--- config.mk ---
export PLATFORM = sky130hd
export DESIGN_NAME = mac_pipe_acc
export DESIGN_NICKNAME = d
export VERILOG_FILES = /design/src/rtl/mac_pkg.sv /design/src/rtl/mac_lane.sv /design/src/rtl/mac_pipe_acc.sv
export SDC_FILE = /design/constraint.sdc
export NUM_CORES = 2
export LEC_CHECK = 0
export CAP_MARGIN = 20
export CORE_ASPECT_RATIO = 1.4
export CORE_MARGIN = 5
export CORE_UTILIZATION = 30
export DETAILED_ROUTE_END_ITERATION = 8
export GPL_ROUTABILITY_DRIVEN = 0
export PLACE_DENSITY_LB_ADDON = 0.3
export SLEW_MARGIN = 20
export SYNTH_ARGS = -nofsm -noshare
export SYNTH_HDL_FRONTEND = slang
export SYNTH_SLANG_ARGS = --single-unit
--- constraint.sdc ---
create_clock -name clk -period 10.6 [get_ports clk]
set_input_delay 2.12 -clock clk [delete_from_list [all_inputs] [get_ports clk]]
set_output_delay 2.12 -clock clk [all_outputs]
set_load 0.02 [all_outputs]
--- src/rtl/mac_pkg.sv ---
// Shared constants and arithmetic helpers for the pipelined MAC block.
package mac_pkg;

    // Accumulate-mode encoding carried alongside each beat.
    localparam logic ACC_LOAD  = 1'b0;
    localparam logic ACC_ACCUM = 1'b1;

    // Internal arithmetic width; wide enough that acc + product + addend never
    // overflows before the ACC_W range check is applied.
    localparam int unsigned CALC_W = 128;

    typedef logic signed [CALC_W-1:0] calc_t;

    // Largest signed value representable in acc_w bits.
    function automatic calc_t acc_max(input int unsigned acc_w);
        return (calc_t'(1) <<< (acc_w - 1)) - calc_t'(1);
    endfunction

    // Smallest signed value representable in acc_w bits.
    function automatic calc_t acc_min(input int unsigned acc_w);
        return -(calc_t'(1) <<< (acc_w - 1));
    endfunction

    // Adds two sign-extended operands and fits the sum into acc_w bits,
    // clamping (sat=1) or wrapping (sat=0). Returns {ovf, sum}.
    function automatic logic [CALC_W:0] sat_add(input calc_t a, input calc_t b,
                                                input int unsigned acc_w, input logic sat);
        calc_t sum;
        calc_t res;
        logic  hi;
        logic  lo;
        sum = a + b;
        hi  = sum > acc_max(acc_w);
        lo  = sum < acc_min(acc_w);
        if (!(hi || lo)) begin
            res = sum;
        end else if (sat) begin
            res = hi ? acc_max(acc_w) : acc_min(acc_w);
        end else begin
            res = (sum <<< (CALC_W - acc_w)) >>> (CALC_W - acc_w);
        end
        return {hi || lo, res};
    endfunction

endpackage

--- src/rtl/mac_lane.sv ---
// One MAC lane: S1 operand capture with approximation mask, S2 signed multiply,
// S3 accumulate with saturation/overflow, plus the lane's output register.
module mac_lane
    import mac_pkg::*;
#(
    parameter int unsigned DATA_W      = 16,
    parameter int unsigned ACC_W       = 40,
    parameter int unsigned APPROX_BITS = 0,
    parameter int unsigned SAT         = 1
) (
    input  logic              clk,
    input  logic              rst,
    input  logic              adv,
    input  logic              s2_valid,
    input  logic              s2_acc,
    input  logic              s3_out,
    input  logic [DATA_W-1:0] in_a,
    input  logic [DATA_W-1:0] in_b,
    input  logic [DATA_W-1:0] in_c,
    output logic [ACC_W-1:0]  out_r,
    output logic              out_ovf
);

    localparam logic [DATA_W-1:0] APPROX_MASK = {DATA_W{1'b1}} << APPROX_BITS;

    logic signed [DATA_W-1:0]   a1_q, a1_d;
    logic signed [DATA_W-1:0]   b1_q, b1_d;
    logic signed [DATA_W-1:0]   c1_q, c1_d;
    logic signed [2*DATA_W-1:0] prod2_q, prod2_d;
    logic signed [DATA_W-1:0]   c2_q, c2_d;
    logic signed [ACC_W-1:0]    acc_q, acc_d;
    logic                       ovf_q, ovf_d;
    logic [ACC_W-1:0]           out_r_q, out_r_d;
    logic                       out_ovf_q, out_ovf_d;

    calc_t                      base;
    calc_t                      addend;
    logic [CALC_W:0]            sum_ext;
    logic                       sat_unused_hi;

    // S1/S2 datapath: operands and product move only when the pipe advances.
    always_comb begin
        a1_d    = a1_q;
        b1_d    = b1_q;
        c1_d    = c1_q;
        prod2_d = prod2_q;
        c2_d    = c2_q;
        if (adv) begin
            a1_d    = in_a & APPROX_MASK;
            b1_d    = in_b & APPROX_MASK;
            c1_d    = in_c;
            prod2_d = a1_q * b1_q;
            c2_d    = c1_q;
        end
    end

    // S3 accumulate and output capture; stall holds the accumulator so no beat is counted twice.
    always_comb begin
        addend        = calc_t'(prod2_q) + calc_t'(c2_q);
        base          = (s2_acc == ACC_ACCUM) ? calc_t'(acc_q) : '0;
        sum_ext       = sat_add(base, addend, ACC_W, SAT != 0);
        // Bits above ACC_W are only sign extension of the fitted result.
        sat_unused_hi = ^sum_ext[CALC_W-1:ACC_W];
        acc_d         = acc_q;
        ovf_d         = ovf_q;
        out_r_d       = out_r_q;
        out_ovf_d     = out_ovf_q;
        if (adv && s2_valid) begin
            acc_d = sum_ext[ACC_W-1:0];
            ovf_d = sum_ext[CALC_W] | ((s2_acc == ACC_ACCUM) & ovf_q);
        end
        if (adv && s3_out) begin
            out_r_d   = acc_q;
            out_ovf_d = ovf_q;
        end
    end

    // Lane state registers.
    always_ff @(posedge clk) begin
        if (rst) begin
            a1_q      <= '0;
            b1_q      <= '0;
            c1_q      <= '0;
            prod2_q   <= '0;
            c2_q      <= '0;
            acc_q     <= '0;
            ovf_q     <= 1'b0;
            out_r_q   <= '0;
            out_ovf_q <= 1'b0;
        end else begin
            a1_q      <= a1_d;
            b1_q      <= b1_d;
            c1_q      <= c1_d;
            prod2_q   <= prod2_d;
            c2_q      <= c2_d;
            acc_q     <= acc_d;
            ovf_q     <= ovf_d;
            out_r_q   <= out_r_d;
            out_ovf_q <= out_ovf_d;
        end
    end

    assign out_r   = out_r_q;
    assign out_ovf = out_ovf_q;

endmodule

--- src/rtl/mac_pipe_acc.sv ---
// Multi-lane pipelined signed MAC: shared stage control and handshake, LANES datapaths.
module mac_pipe_acc
    import mac_pkg::*;
#(
    parameter int unsigned DATA_W      = 16,
    parameter int unsigned ACC_W       = 40,
    parameter int unsigned LANES       = 2,
    parameter int unsigned APPROX_BITS = 0,
    parameter int unsigned SAT         = 1
) (
    input  logic                    clk,
    input  logic                    rst,
    input  logic                    in_valid,
    output logic                    in_ready,
    input  logic [LANES*DATA_W-1:0] in_a,
    input  logic [LANES*DATA_W-1:0] in_b,
    input  logic [LANES*DATA_W-1:0] in_c,
    input  logic                    in_acc,
    input  logic                    in_last,
    output logic                    out_valid,
    input  logic                    out_ready,
    output logic [LANES*ACC_W-1:0]  out_r,
    output logic [LANES-1:0]        out_ovf
);

    if (ACC_W < 2 * DATA_W || ACC_W >= CALC_W) begin : g_bad_acc_w
        $error("mac_pipe_acc: ACC_W must be >= 2*DATA_W and < CALC_W");
    end
    if (APPROX_BITS >= DATA_W) begin : g_bad_approx
        $error("mac_pipe_acc: APPROX_BITS must be < DATA_W");
    end

    logic adv;
    logic s1_valid_q, s1_valid_d;
    logic s1_last_q,  s1_last_d;
    logic s1_acc_q,   s1_acc_d;
    logic s2_valid_q, s2_valid_d;
    logic s2_last_q,  s2_last_d;
    logic s2_acc_q,   s2_acc_d;
    logic s3_valid_q, s3_valid_d;
    logic s3_last_q,  s3_last_d;
    logic out_valid_q, out_valid_d;

    // The whole pipe moves unless a held result is waiting on downstream.
    assign adv      = !(out_valid_q && !out_ready);
    assign in_ready = adv;

    // Stage control shift: valid/last/acc travel with each beat.
    always_comb begin
        s1_valid_d  = s1_valid_q;
        s1_last_d   = s1_last_q;
        s1_acc_d    = s1_acc_q;
        s2_valid_d  = s2_valid_q;
        s2_last_d   = s2_last_q;
        s2_acc_d    = s2_acc_q;
        s3_valid_d  = s3_valid_q;
        s3_last_d   = s3_last_q;
        out_valid_d = out_valid_q;
        if (adv) begin
            s1_valid_d  = in_valid;
            s1_last_d   = in_last;
            s1_acc_d    = in_acc;
            s2_valid_d  = s1_valid_q;
            s2_last_d   = s1_last_q;
            s2_acc_d    = s1_acc_q;
            s3_valid_d  = s2_valid_q;
            s3_last_d   = s2_last_q;
            out_valid_d = s3_valid_q && s3_last_q;
        end
    end

    // Control registers; reset discards every in-flight beat.
    always_ff @(posedge clk) begin
        if (rst) begin
            s1_valid_q  <= 1'b0;
            s1_last_q   <= 1'b0;
            s1_acc_q    <= ACC_LOAD;
            s2_valid_q  <= 1'b0;
            s2_last_q   <= 1'b0;
            s2_acc_q    <= ACC_LOAD;
            s3_valid_q  <= 1'b0;
            s3_last_q   <= 1'b0;
            out_valid_q <= 1'b0;
        end else begin
            s1_valid_q  <= s1_valid_d;
            s1_last_q   <= s1_last_d;
            s1_acc_q    <= s1_acc_d;
            s2_valid_q  <= s2_valid_d;
            s2_last_q   <= s2_last_d;
            s2_acc_q    <= s2_acc_d;
            s3_valid_q  <= s3_valid_d;
            s3_last_q   <= s3_last_d;
            out_valid_q <= out_valid_d;
        end
    end

    assign out_valid = out_valid_q;

    for (genvar l = 0; l < LANES; l++) begin : g_lane
        mac_lane #(
            .DATA_W     (DATA_W),
            .ACC_W      (ACC_W),
            .APPROX_BITS(APPROX_BITS),
            .SAT        (SAT)
        ) u_lane (
            .clk     (clk),
            .rst     (rst),
            .adv     (adv),
            .s2_valid(s2_valid_q),
            .s2_acc  (s2_acc_q),
            .s3_out  (s3_valid_q && s3_last_q),
            .in_a    (in_a[l*DATA_W +: DATA_W]),
            .in_b    (in_b[l*DATA_W +: DATA_W]),
            .in_c    (in_c[l*DATA_W +: DATA_W]),
            .out_r   (out_r[l*ACC_W +: ACC_W]),
            .out_ovf (out_ovf[l])
        );
    end

endmodule

==> impl_metrics.tcl <==
set metrics [dict create \
    timing_worst_setup_path_type "flop to flop" \
    post_synth_inst_count 4627 \
    power.ir.vdd_worst_mv 0.117 \
    measured_slew_at_the_worst_slew_check_pin_ps 1110 \
    dpl.cell_count 6368 \
    detail_route.drc_violations 0 \
    cts_htree_levels 2 \
    worstHoldPathType "flop to flop" \
    areaGrowthSynthToFinish_pct 12.2 \
    cp_startpoint "s2_acc_q" \
    share_of_the_synthesized_area_in_compound_gates_ao_oa_aoi_oai 0.123 \
    highest_clock_frequency_the_design_can_meet_mhz 131 \
    postRouteAntennaNets 0 \
    floorplan.io_pins 186 \
    die_area_sq_mm 0.142 \
    dpl-instance-area_sq_mm 0.0436 \
    final.setup_skew_ps 40.6 \
    dp_hpwl_um 92200 \
    finalWorstSetupSlack_ps 2980 \
    cp.required_ps 11110 \
    antenna_found_initial 0 \
    seq_area_frac_synth 0.182 \
    worst_slew_margin_rel 0.260 \
    finalCritPeriodShare 0.719 \
    worst_setup_path_end_kind "flop" \
    grt_max_degree 163 \
    clk-insertion-delay-late_ps 630 \
    antenna_cells 0 \
    maximum_fanout_count_along_the_critical_path 44 \
    place.port_buffers 185 \
    cts.sink_count 365 \
    finalMaxSlewViolations 0 \
    grt_util_all_layers 0.165 \
    avgSynthCellArea_sq_um 8.70 \
    dpl_ws_ps 3000 \
    hp-start "g_lane[1].u_lane.ovf_q" \
    unrepaired_setup_endpoints_after_global_routing "false" \
    flip_flop_and_latch_count_after_synthesis 365 \
    synth.area.mux_share 0.000249 \
    synth_unique_cells 76 \
    cts-root-buf "clkbuf_16" \
    tns_ps 0 \
    floorplan.die.width_um 320 \
    tritoncts.num_buffers 45 \
    r2r-end "g_lane[1].u_lane.acc_q[3]" \
    finalHoldViolCount 0 \
    status "finished, final reports clean" \
    postSynthNetCount 5627 \
    worst_hold_path.num_cells 2 \
    finalWirelength_um 118000 \
    total_leakage_power_nw 20.6 \
    final_cell_area_sq_mm 0.0451 \
    overflow 0 \
    cts.path.max_buffers 3 \
    post_cts.repair.setup_buffers 0 \
    period_needed_ps 7620 \
    min_delay_worst_endpoint "g_lane[1].u_lane.out_ovf" \
    initial_utilization 0.301 \
    initialDrtViolationCount 1783 \
    cts_tree "yes" \
    fillCellCount 13900 \
    die_h_um 443 \
    cp.arrival_ps 8130 \
    post_synth_and_or_nand_nor_area_fraction 0.188 \
    wl_per_cell_um 18.4 \
    post_synth_fa_ha_maj_area_fraction 0.401 \
    synth_top_family_by_area "adder cells" \
    viasPerCell 4.93 \
    r2r_setup_slack_ps 2980 \
    fin_nets 5644 \
    maxCapViolCount 0 \
    synthArstFlopShare 0 \
    report.final.setup_viol 0 \
    worstReg2RegStart "s2_acc_q" \
    yosys_warns 0 \
    row_cnt 159 \
    worstSetupStartpointType "flop" \
    final_cell_count_no_fill 6451 \
    dr.pass1.iters 5 \
    synth_enable_flop_cells 0 \
    post_cts_resize_count 0 \
    via_count_of_the_first_global_routing_pass 33800 \
    final_layout_size_suffix_gt1_frac 0.0288 \
    ctsHoldBuffers 0 \
    yosys.area_share.xor_xnor 0.0285 \
    r2r_cell_count 18 \
    worst_setup_hold_path_clk_slew_ps 60 \
    grt_pass1_wl_um 189000 \
    core_area_sq_mm 0.134 \
    power_density_mw_per_mm2 152 \
    dr_total_vias 31800 \
    post_synth_instance_area_sq_mm 0.0402 \
    synthFlopType "dfxtp_1" \
]
## flip-flops by register name (all words and copies together), names as in the netlist
signal and count:
g_lane.u_lane.a1_q 32, g_lane.u_lane.c1_q 32, g_lane.u_lane.prod2_q 64, s3_last_q 1, s2_valid_q 1, g_lane.u_lane.c2_q 32, g_lane.u_lane.ovf_q 2, g_lane.u_lane.acc_q 80
s2_acc_q 1, s1_valid_q 1, s1_acc_q 1, out_valid 1, s2_last_q 1, g_lane.u_lane.b1_q 32, s1_last_q 1, g_lane.u_lane.out_ovf 2
s3_valid_q 1, g_lane.u_lane.out_r 80
## Yosys cell counts, types with 8 or more instances
library cell | instances | share of area
nand2_1 | 929 | 0.087
fa_1 | 654 | 0.33
inv_1 | 565 | 0.053
a21oi_1 | 418 | 0.052
dfxtp_1 | 365 | 0.18
and2_1 | 287 | 0.045
ha_1 | 244 | 0.076
clkbuf_1 | 222 | 0.021
nor2_1 | 104 | 0.0097
xnor2_1 | 99 | 0.022
o21ai_0 | 89 | 0.011
a21o_1 | 68 | 0.013
nor3_1 | 63 | 0.0078
nand2b_1 | 53 | 0.0082
a221o_1 | 47 | 0.012
nand4_1 | 42 | 0.0065
nand3_1 | 32 | 0.0040
xor2_1 | 32 | 0.0070
a211oi_1 | 24 | 0.0045
a31oi_1 | 21 | 0.0033
and3_1 | 19 | 0.0030
o21a_1 | 19 | 0.0035
o31ai_1 | 18 | 0.0034
nor2b_1 | 17 | 0.0026
o211ai_1 | 17 | 0.0032
o21bai_1 | 17 | 0.0032
nor4_1 | 14 | 0.0022
nor4b_1 | 11 | 0.0024
nor4bb_1 | 8 | 0.0020
## per-stage QoR
stage | power, mW | utilization | hold slack (ps)
2_1_floorplan | 4.35 | - | 428
3_5_place_dp | 5.33 | 0.326 | 441
6_report | 6.85 | 0.338 | 449
5_1_grt | 7.45 | 0.338 | 470
4_1_cts | 6.96 | 0.338 | 450
3_3_place_gp | 5.29 | 0.326 | 440
## cells in the final DEF, fill, tap and decap left out, types with 16 or more instances in the layout
master,count
xnor2_1,99
a21o_1,68
buf_4,26
nor2_1,102
and3_1,19
a211oi_1,24
nand2_1,929
clkbuf_16,45
o21a_1,19
fa_1,652
and2_1,287
o21ai_0,89
ha_1,244
clkdlybuf4s50_1,184
nand3_1,31
nor3_1,63
a21oi_1,418
nand4_1,42
dfxtp_1,362
a31oi_1,21
o31ai_1,18
nor2b_1,16
inv_1,564
a221o_1,47
o211ai_1,17
o21bai_1,17
nand2b_1,53
xor2_1,32
## layer usage
| layer | track usage | vias to the layer above | share of wire |
|---|---|---|---|
| met5 | 0 | - | 0 |
| met4 | 0.0538 | 0 | 0.034 |
| met3 | 0.0178 | 198 | 0.041 |
| met2 | 0.302 | 773 | 0.51 |
| met1 | 0.203 | 15900 | 0.41 |
| li1 | - | 14900 | - |
## kinds of logic (layout without fill, tap and decap cells)
| logic type | count (synthesis) | count (layout) |
|---|---|---|
| and+or+nand+nor | 1622 | 1622 |
| adders and majority gates | 898 | 898 |
| buffers and inverters | 807 | 860 |
| AOI/OAI and AO/OA | 803 | 803 |
| DFF | 365 | 365 |
| xor gates and xnor gates | 131 | 131 |
| muxes | 1 | 1 |
## layout make-up
type / instances / area (sq um) / share of cell area
clock buffer: 58 / 1220 / 0.0271
clock inverter: 25 / 285 / 0.00632
inverter: 565 / 2130 / 0.0471
multi-input combinational: 3455 / 29900 / 0.662
sequential: 365 / 7310 / 0.162
tap: 1771 / 2220 / 0.0491
timing repair buffer: 212 / 2070 / 0.0459
## worst max-delay path: stages (launching register included)
cell	delay, ps
dfxtp_2	890
nand2_1	200
fa_2	1180
inv_1	320
ha_1	460
and3_1	240
and2_1	160
a221oi_2	780
o31ai_1	210
fa_1	480
or4b_2	670
nor4_1	260
nand4_1	140
nor3_1	330
nand2_1	90
o211ai_1	370
a21oi_2	90
buf_4	270
a221o_1	310
## worst max-delay path by stage
| stage | end | slack (ps) | cells past startpoint |
|---|---|---|---|
| floorplan | g_lane[1].u_lane.acc_q[28] | 2840 | 19 |
| global placement | g_lane[1].u_lane.acc_q[6] | 3160 | 18 |
| detailed placement | g_lane[1].u_lane.acc_q[5] | 3000 | 18 |
| CTS | g_lane[1].u_lane.acc_q[30] | 2990 | 18 |
| global route | g_lane[1].u_lane.acc_q[30] | 2470 | 18 |
| finish | g_lane[1].u_lane.acc_q[3] | 2980 | 18 |
## report_power, final
part	switching (mW)	total [mW]	internal [mW]
logic	2.04	3.54	1.50
clock network	0.674	1.58	0.904
registers	0.218	1.74	1.52
No activity file was read; power rests on OpenSTA's default activity.
